===== config.mk =====
export PLATFORM = sky130hd
export DESIGN_NAME = tinyalu_param_flat
export DESIGN_NICKNAME = d
export VERILOG_FILES = /design/src/rtl/tinyalu_defs_pkg.sv /design/src/rtl/tinyalu_param_if.sv /design/src/rtl/tinyalu_mul_pipe.sv /design/src/rtl/tinyalu_param.sv /design/src/flat_wrapper.sv
export SDC_FILE = /design/constraint.sdc
export NUM_CORES = 1
export LEC_CHECK = 0
export ABC_AREA = 1
export CAP_MARGIN = 15
export CORE_AREA = 4 4 92 94
export DETAILED_ROUTE_END_ITERATION = 8
export DIE_AREA = 0 0 96 98
export GPL_TIMING_DRIVEN = 0
export PLACE_DENSITY_LB_ADDON = 0.1
export SYNTH_ARGS = -nofsm -noshare
export SYNTH_HDL_FRONTEND = slang
export SYNTH_SLANG_ARGS = --single-unit

===== constraint.sdc =====
create_clock -name clk -period 12 [get_ports clk]
set_input_delay 2.4 -clock clk [delete_from_list [all_inputs] [get_ports clk]]
set_output_delay 2.4 -clock clk [all_outputs]
set_load 0.01 [all_outputs]

===== src/rtl/tinyalu_defs_pkg.sv =====
// Shared TinyALU definitions: opcode encoding and opcode-class helpers.
package tinyalu_defs_pkg;

  typedef enum logic [2:0] {
    no_op  = 3'b000,
    add_op = 3'b001,
    and_op = 3'b010,
    xor_op = 3'b011,
    mul_op = 3'b100,
    sub_op = 3'b101,
    rsv_op = 3'b110,
    rst_op = 3'b111
  } operation_t;

  localparam int OP_W = 3;

  // Ops that complete one cycle after acceptance and must wait for an empty multiplier.
  function automatic logic is_single_op(operation_t op);
    return (op == add_op) || (op == and_op) || (op == xor_op) || (op == sub_op);
  endfunction

  function automatic logic is_mul_op(operation_t op);
    return op == mul_op;
  endfunction

  function automatic logic is_flush_op(operation_t op);
    return op == rst_op;
  endfunction

endpackage


===== src/rtl/tinyalu_param_if.sv =====
// Request/response bundle between the TinyALU BFM (master) and the core (slave).
interface tinyalu_param_if
  import tinyalu_defs_pkg::*;
#(
  parameter int DATA_W = 8
) ();

  logic [DATA_W-1:0]   A;
  logic [DATA_W-1:0]   B;
  operation_t          op;
  logic                start;
  logic                ready;
  logic                done;
  logic [2*DATA_W-1:0] result;

  modport master (output A, output B, output op, output start,
                  input  ready, input done, input result);

  modport slave  (input  A, input B, input op, input start,
                  output ready, output done, output result);

endinterface


===== src/rtl/tinyalu_mul_pipe.sv =====
// Multiplier with valid shift pipeline; the top-level result register is the final stage,
// so MUL_STAGES-1 internal stages give MUL_STAGES cycles from acceptance to done.
module tinyalu_mul_pipe
  import tinyalu_defs_pkg::*;
#(
  parameter int DATA_W     = 8,
  parameter int MUL_STAGES = 3
) (
  input  logic                clk,
  input  logic                reset_n,
  input  logic                in_valid_i,
  input  logic                flush_i,
  input  logic [DATA_W-1:0]   a_i,
  input  logic [DATA_W-1:0]   b_i,
  output logic                busy_o,
  output logic                out_valid_o,
  output logic [2*DATA_W-1:0] product_o
);

  localparam int PW    = 2 * DATA_W;
  localparam int DEPTH = MUL_STAGES - 1;

  logic [PW-1:0] prod_now;
  assign prod_now = PW'(a_i) * PW'(b_i);

  generate
    if (DEPTH == 0) begin : g_comb
      logic unused_ctrl;
      assign unused_ctrl = ^{clk, reset_n, flush_i};
      assign busy_o      = 1'b0;
      assign out_valid_o = in_valid_i;
      assign product_o   = prod_now;
    end else begin : g_pipe
      logic [DEPTH-1:0] vld_q;
      logic [PW-1:0]    prod_q [DEPTH];

      always_ff @(posedge clk) begin
        if (!reset_n || flush_i) begin
          vld_q <= '0;
        end else begin
          vld_q <= DEPTH'({vld_q, in_valid_i});
        end
      end

      // Product data is not reset; only the valid bits decide what retires.
      always_ff @(posedge clk) begin
        prod_q[0] <= prod_now;
        for (int i = 1; i < DEPTH; i++) begin
          prod_q[i] <= prod_q[i-1];
        end
      end

      assign busy_o      = |vld_q;
      assign out_valid_o = vld_q[DEPTH-1];
      assign product_o   = prod_q[DEPTH-1];
    end
  endgenerate

endmodule


===== src/rtl/tinyalu_param.sv =====
// Parametrised TinyALU: single-cycle add/and/xor/sub, pipelined multiply, in-order completion.
module tinyalu_param
  import tinyalu_defs_pkg::*;
#(
  parameter int DATA_W     = 8,
  parameter int MUL_STAGES = 3
) (
  input  logic           clk,
  input  logic           reset_n,
  tinyalu_param_if.slave bus
);

  localparam int RW = 2 * DATA_W;

  logic          mul_busy;
  logic          mul_out_valid;
  logic [RW-1:0] mul_product;
  logic          accept;
  logic          sc_acc;
  logic          mul_acc;
  logic          flush_acc;
  logic [RW-1:0] result_d, result_q;
  logic          done_d, done_q;

  // Sub is the true difference of the unsigned operands, carried as a DATA_W+1 bit signed value.
  function automatic logic [RW-1:0] alu_single(operation_t op,
                                               logic [DATA_W-1:0] a,
                                               logic [DATA_W-1:0] b);
    logic signed [DATA_W:0] diff;
    diff = $signed({1'b0, a}) - $signed({1'b0, b});
    case (op)
      add_op:  return RW'(a) + RW'(b);
      and_op:  return RW'(a & b);
      xor_op:  return RW'(a ^ b);
      sub_op:  return {{(RW-DATA_W-1){diff[DATA_W]}}, diff};
      default: return '0;
    endcase
  endfunction

  assign bus.ready = reset_n && !(bus.start && is_single_op(bus.op) && mul_busy);
  assign accept    = bus.start && bus.ready;
  assign sc_acc    = accept && is_single_op(bus.op);
  assign mul_acc   = accept && is_mul_op(bus.op);
  assign flush_acc = accept && is_flush_op(bus.op);

  tinyalu_mul_pipe #(
    .DATA_W     (DATA_W),
    .MUL_STAGES (MUL_STAGES)
  ) u_mul_pipe (
    .clk         (clk),
    .reset_n     (reset_n),
    .in_valid_i  (mul_acc),
    .flush_i     (flush_acc),
    .a_i         (bus.A),
    .b_i         (bus.B),
    .busy_o      (mul_busy),
    .out_valid_o (mul_out_valid),
    .product_o   (mul_product)
  );

  // Flush wins over a multiply retiring in the same cycle.
  always_comb begin
    result_d = result_q;
    done_d   = 1'b0;
    if (flush_acc) begin
      result_d = '0;
    end else if (sc_acc) begin
      done_d   = 1'b1;
      result_d = alu_single(bus.op, bus.A, bus.B);
    end else if (mul_out_valid) begin
      done_d   = 1'b1;
      result_d = mul_product;
    end
  end

  always_ff @(posedge clk) begin
    if (!reset_n) begin
      result_q <= '0;
      done_q   <= 1'b0;
    end else begin
      result_q <= result_d;
      done_q   <= done_d;
    end
  end

  assign bus.result = result_q;
  assign bus.done   = done_q;

  a_one_completion : assert property (@(posedge clk) disable iff (!reset_n)
                                      !(mul_out_valid && sc_acc));

endmodule

===== src/flat_wrapper.sv =====
// flat-port wrapper written by rule: the top's interface ports become plain ports
module tinyalu_param_flat import tinyalu_defs_pkg::*;
#(
  parameter int DATA_W     = 8,
  parameter int MUL_STAGES = 3
)
  (clk, reset_n, bus_A, bus_B, bus_op, bus_start, bus_ready, bus_done, bus_result);
  tinyalu_param_if #(.DATA_W(DATA_W)) bus_i ();
  input  logic clk;
  input  logic reset_n;
  input wire logic [$bits(bus_i.A)-1:0] bus_A;
  input wire logic [$bits(bus_i.B)-1:0] bus_B;
  input wire logic [$bits(bus_i.op)-1:0] bus_op;
  input wire logic [$bits(bus_i.start)-1:0] bus_start;
  output wire logic [$bits(bus_i.ready)-1:0] bus_ready;
  output wire logic [$bits(bus_i.done)-1:0] bus_done;
  output wire logic [$bits(bus_i.result)-1:0] bus_result;
  assign bus_i.A = bus_A;
  assign bus_i.B = bus_B;
  assign bus_i.op = bus_op;
  assign bus_i.start = bus_start;
  assign bus_ready = bus_i.ready;
  assign bus_done = bus_i.done;
  assign bus_result = bus_i.result;
  tinyalu_param #(.DATA_W(DATA_W), .MUL_STAGES(MUL_STAGES)) u_core (.clk(clk), .reset_n(reset_n), .bus(bus_i));
endmodule

==> flow_summary.json <==
{
  "rows": 32,
  "p_leak_uw": 0.002931,
  "grt_pass1_wl_um": 17890,
  "dr.pass1.iters": 5,
  "min_period_ps": 6601,
  "slew_headroom_pct": 59.09,
  "outcome": "complete, no violations",
  "postCtsResizedCells": 0,
  "hold_viol_final": 0,
  "final.setup.tns_ps": 0,
  "initial_core_util_pct": 60.14,
  "seq_area_sq_mm": 0.001021,
  "slowest_stage": "fa_1",
  "grt.overflow.total": 0,
  "synth_edf_count": 0,
  "cp.required_ps": 12190,
  "routedWlPerCell_um": 13.40,
  "ctsLongestPathBuffers": 2,
  "coreArea_sq_mm": 0.007647,
  "cts_tree": "done",
  "htreeDepth": 2,
  "period_share_pct": 55.01,
  "drtIter0Drc": 164,
  "synth_flop_cell": "dfxtp_1",
  "grt_use_total_pct": 23.68,
  "grt_pass1_vias": 3933,
  "antenna_found_initial": 0,
  "viasPerCell": 5.132,
  "yosys_warnings": 0,
  "wl_um": 10330,
  "path_delay_family": "adder cells",
  "yosys.area.top_type_share_pct": 22.20,
  "power_switching_uw": 261.1,
  "vias": 3957,
  "insertion_delay_ps": 290,
  "clock-skew-final_ps": 3.670,
  "fin_nets": 781,
  "fmax_mhz": 151.5,
  "die_w_um": 96,
  "hpwl_um": 8582,
  "worstHoldPathCells": 0,
  "p_sw_share_pct": 38.27,
  "clock_power_share_pct": 16.5,
  "final_cells": 771,
  "end_kind": "flip-flop",
  "syn_area_per_cell_sq_um": 7.383,
  "ys_ff_latch": 51,
  "syn2layout_area_growth_pct": 13.49,
  "worst-path-stages": 18,
  "power_density_mw_per_mm2": 130.7,
  "pin_count": 40,
  "synth_top_cell_by_area": "dfxtp_1",
  "ys_seq_area_share_pct": 22.20,
  "cp_cell_sequence": "clkdlybuf4s50_1 > clkbuf_1 > nand2_1 > fa_1 > fa_1 > inv_1 > fa_1 > inv_1 > fa_1 > inv_1 > ha_1 > a21o_1 > nand3_1 > nand3_1 > nand4_1 > nand2_1 > nand2_1 > nand2_1",
  "cts_setup_buffers": 0,
  "grt_start_max_net_pins": 15,
  "critPathKind": "in -> reg",
  "gp_congestion": 0.8810,
  "syn-instance-count": 623,
  "rsz0062_at_grt": "false",
  "die-area_sq_mm": 0.009408,
  "holdCritPathClass": "reg -> reg",
  "root_buffer": "clkbuf_8",
  "drv_cap": 0,
  "setup_viol": 0,
  "insertedDiodeCount": 0,
  "die_h_um": 98,
  "ys_types": 36,
  "drc_errors": 0,
  "hold_buffers": 0,
  "cpPeakStageDelay_ps": 550,
  "worstMarginPinSlew_ps": 611.4,
  "cts_sinks": 51,
  "synth_area_sq_mm": 0.004599,
  "slew_viol_final": 0,
  "worstSetupStartpointType": "primary input",
  "syn_nets": 735,
  "seq_power_share_pct": 33.7,
  "synthArstFlopShare_pct": 0,
  "path_buf_inv": 5,
  "port_buffers": 39,
  "worstRegToRegCells": 8,
  "p_int_uw": 421.2,
  "combPwrFrac_pct": 49.8,
  "ant_nets": 0,
  "yosys-top-cells-area": "dfxtp_1 22%, fa_1 17%, ha_1 14%",
  "drive_above_1_share_pct": 4.783,
  "nFillCells": 689,
  "cts_inserted_buffers": 5,
  "post-route-util_pct": 68.26,
  "post-place-cells": 764,
  "cts.clk_slew.worst_paths_ps": 90,
  "crit_arrival_ps": 6790,
  "ir_drop_uv": 147.9,
  "multiInputGateArea_sq_mm": 0.002995,
  "path_max_fanout": 8
}
power by group through the flow:
stage	combinational (uW)	sequential [uW]	clock, uW
final	340	230	112
after global routing	396	234	123
after CTS	343	231	116
after detailed placement	340	235	0
after global placement	335	233	0
after floorplan	254	232	0
synthesized netlist by cell type, types with 4 or more instances:
cell type	count
nand2_1	157
inv_1	136
ha_1	52
dfxtp_1	51
nand3_1	42
fa_1	38
nor2_1	30
a21oi_1	23
o21ai_0	23
clkbuf_1	9
nand4_1	7
or2_2	7
xor2_1	7
buf_2	4
xnor2_1	4
cell type report:
| cell class | instances | area share, % |
|---|---|---|
| Buffer | 14 | 1.246 |
| Clock buffer | 6 | 1.390 |
| Clock inverter | 1 | 0.5753 |
| Inverter | 138 | 9.923 |
| Multi-Input combinational cell | 420 | 57.38 |
| Sequential cell | 51 | 19.56 |
| Tap cell | 102 | 2.445 |
| Timing Repair Buffer | 39 | 7.478 |
layer usage:
metal	up-vias	global-route usage, %	wire length, um
li1	1999	-	-
met1	1835	30.74	4434
met2	107	41.26	5227
met3	16	3.159	485
met4	0	5.470	187
met5	-	0	0
logic make-up (layout without fill, tap and decap cells):
| family | after synthesis | after routing | synth area share (%) |
|---|---|---|---|
| xor+xnor | 11 | 11 | 2.095 |
| mux | 1 | 1 | 0.2176 |
| compound gates | 61 | 61 | 7.590 |
| fa+ha+maj | 90 | 90 | 30.69 |
| flops | 51 | 51 | 22.20 |
| simple gates | 257 | 257 | 24.54 |
| buf+inv | 152 | 198 | 12.68 |
cells in the final DEF, fill, tap and decap left out, types with 4 or more instances in the layout:
cell type,synthesis,routed
or2_2,7,7
clkbuf_8,0,5
nand3_1,42,42
a21oi_1,23,23
nor2_1,30,30
o21ai_0,23,23
xnor2_1,4,4
xor2_1,7,7
clkbuf_1,9,10
nand4_1,7,7
inv_1,136,136
clkdlybuf4s50_1,0,39
nand2_1,157,157
dfxtp_1,51,51
fa_1,38,38
ha_1,52,52
buf_2,4,4
final timing paths:
path | to | start | slack [ps]
max reg2reg | u_core.bus.result[5] | u_core.u_mul_pipe.g_pipe.vld_q[1] | 10470
min reg2reg | u_core.u_mul_pipe.g_pipe.prod_q[0][25] | u_core.u_mul_pipe.g_pipe.prod_q[0][9] | 330
max | u_core.u_mul_pipe.g_pipe.prod_q[0][14] | bus_A[0] | 5400
min | u_core.u_mul_pipe.g_pipe.prod_q[0][25] | u_core.u_mul_pipe.g_pipe.prod_q[0][9] | 330
metrics by stage:
| stage | total power, uW | cell area (sq um) | hold WS (ps) | setup WS, ps |
|---|---|---|---|---|
| 3_3_place_gp | 567.5 | 5117 | 310.2 | 5136 |
| 4_1_cts | 688.7 | 5220 | 330.8 | 5402 |
| 6_report | 682.3 | 5220 | 327.9 | 5399 |
| 5_1_grt | 753.5 | 5220 | 335.7 | 5129 |
| 2_1_floorplan | 486.6 | 4599 | 309.6 | 6004 |
| 3_5_place_dp | 574.8 | 5117 | 312.1 | 5094 |
state kept, by name (all words and copies together), names as in the netlist:
| signal | flops |
|---|---|
| u_core.u_mul_pipe.g_pipe.prod_q | 32 |
| u_core.bus.result | 16 |
| u_core.u_mul_pipe.g_pipe.vld_q | 2 |
| u_core.bus.done | 1 |
Power figures use the tool's default switching activity.
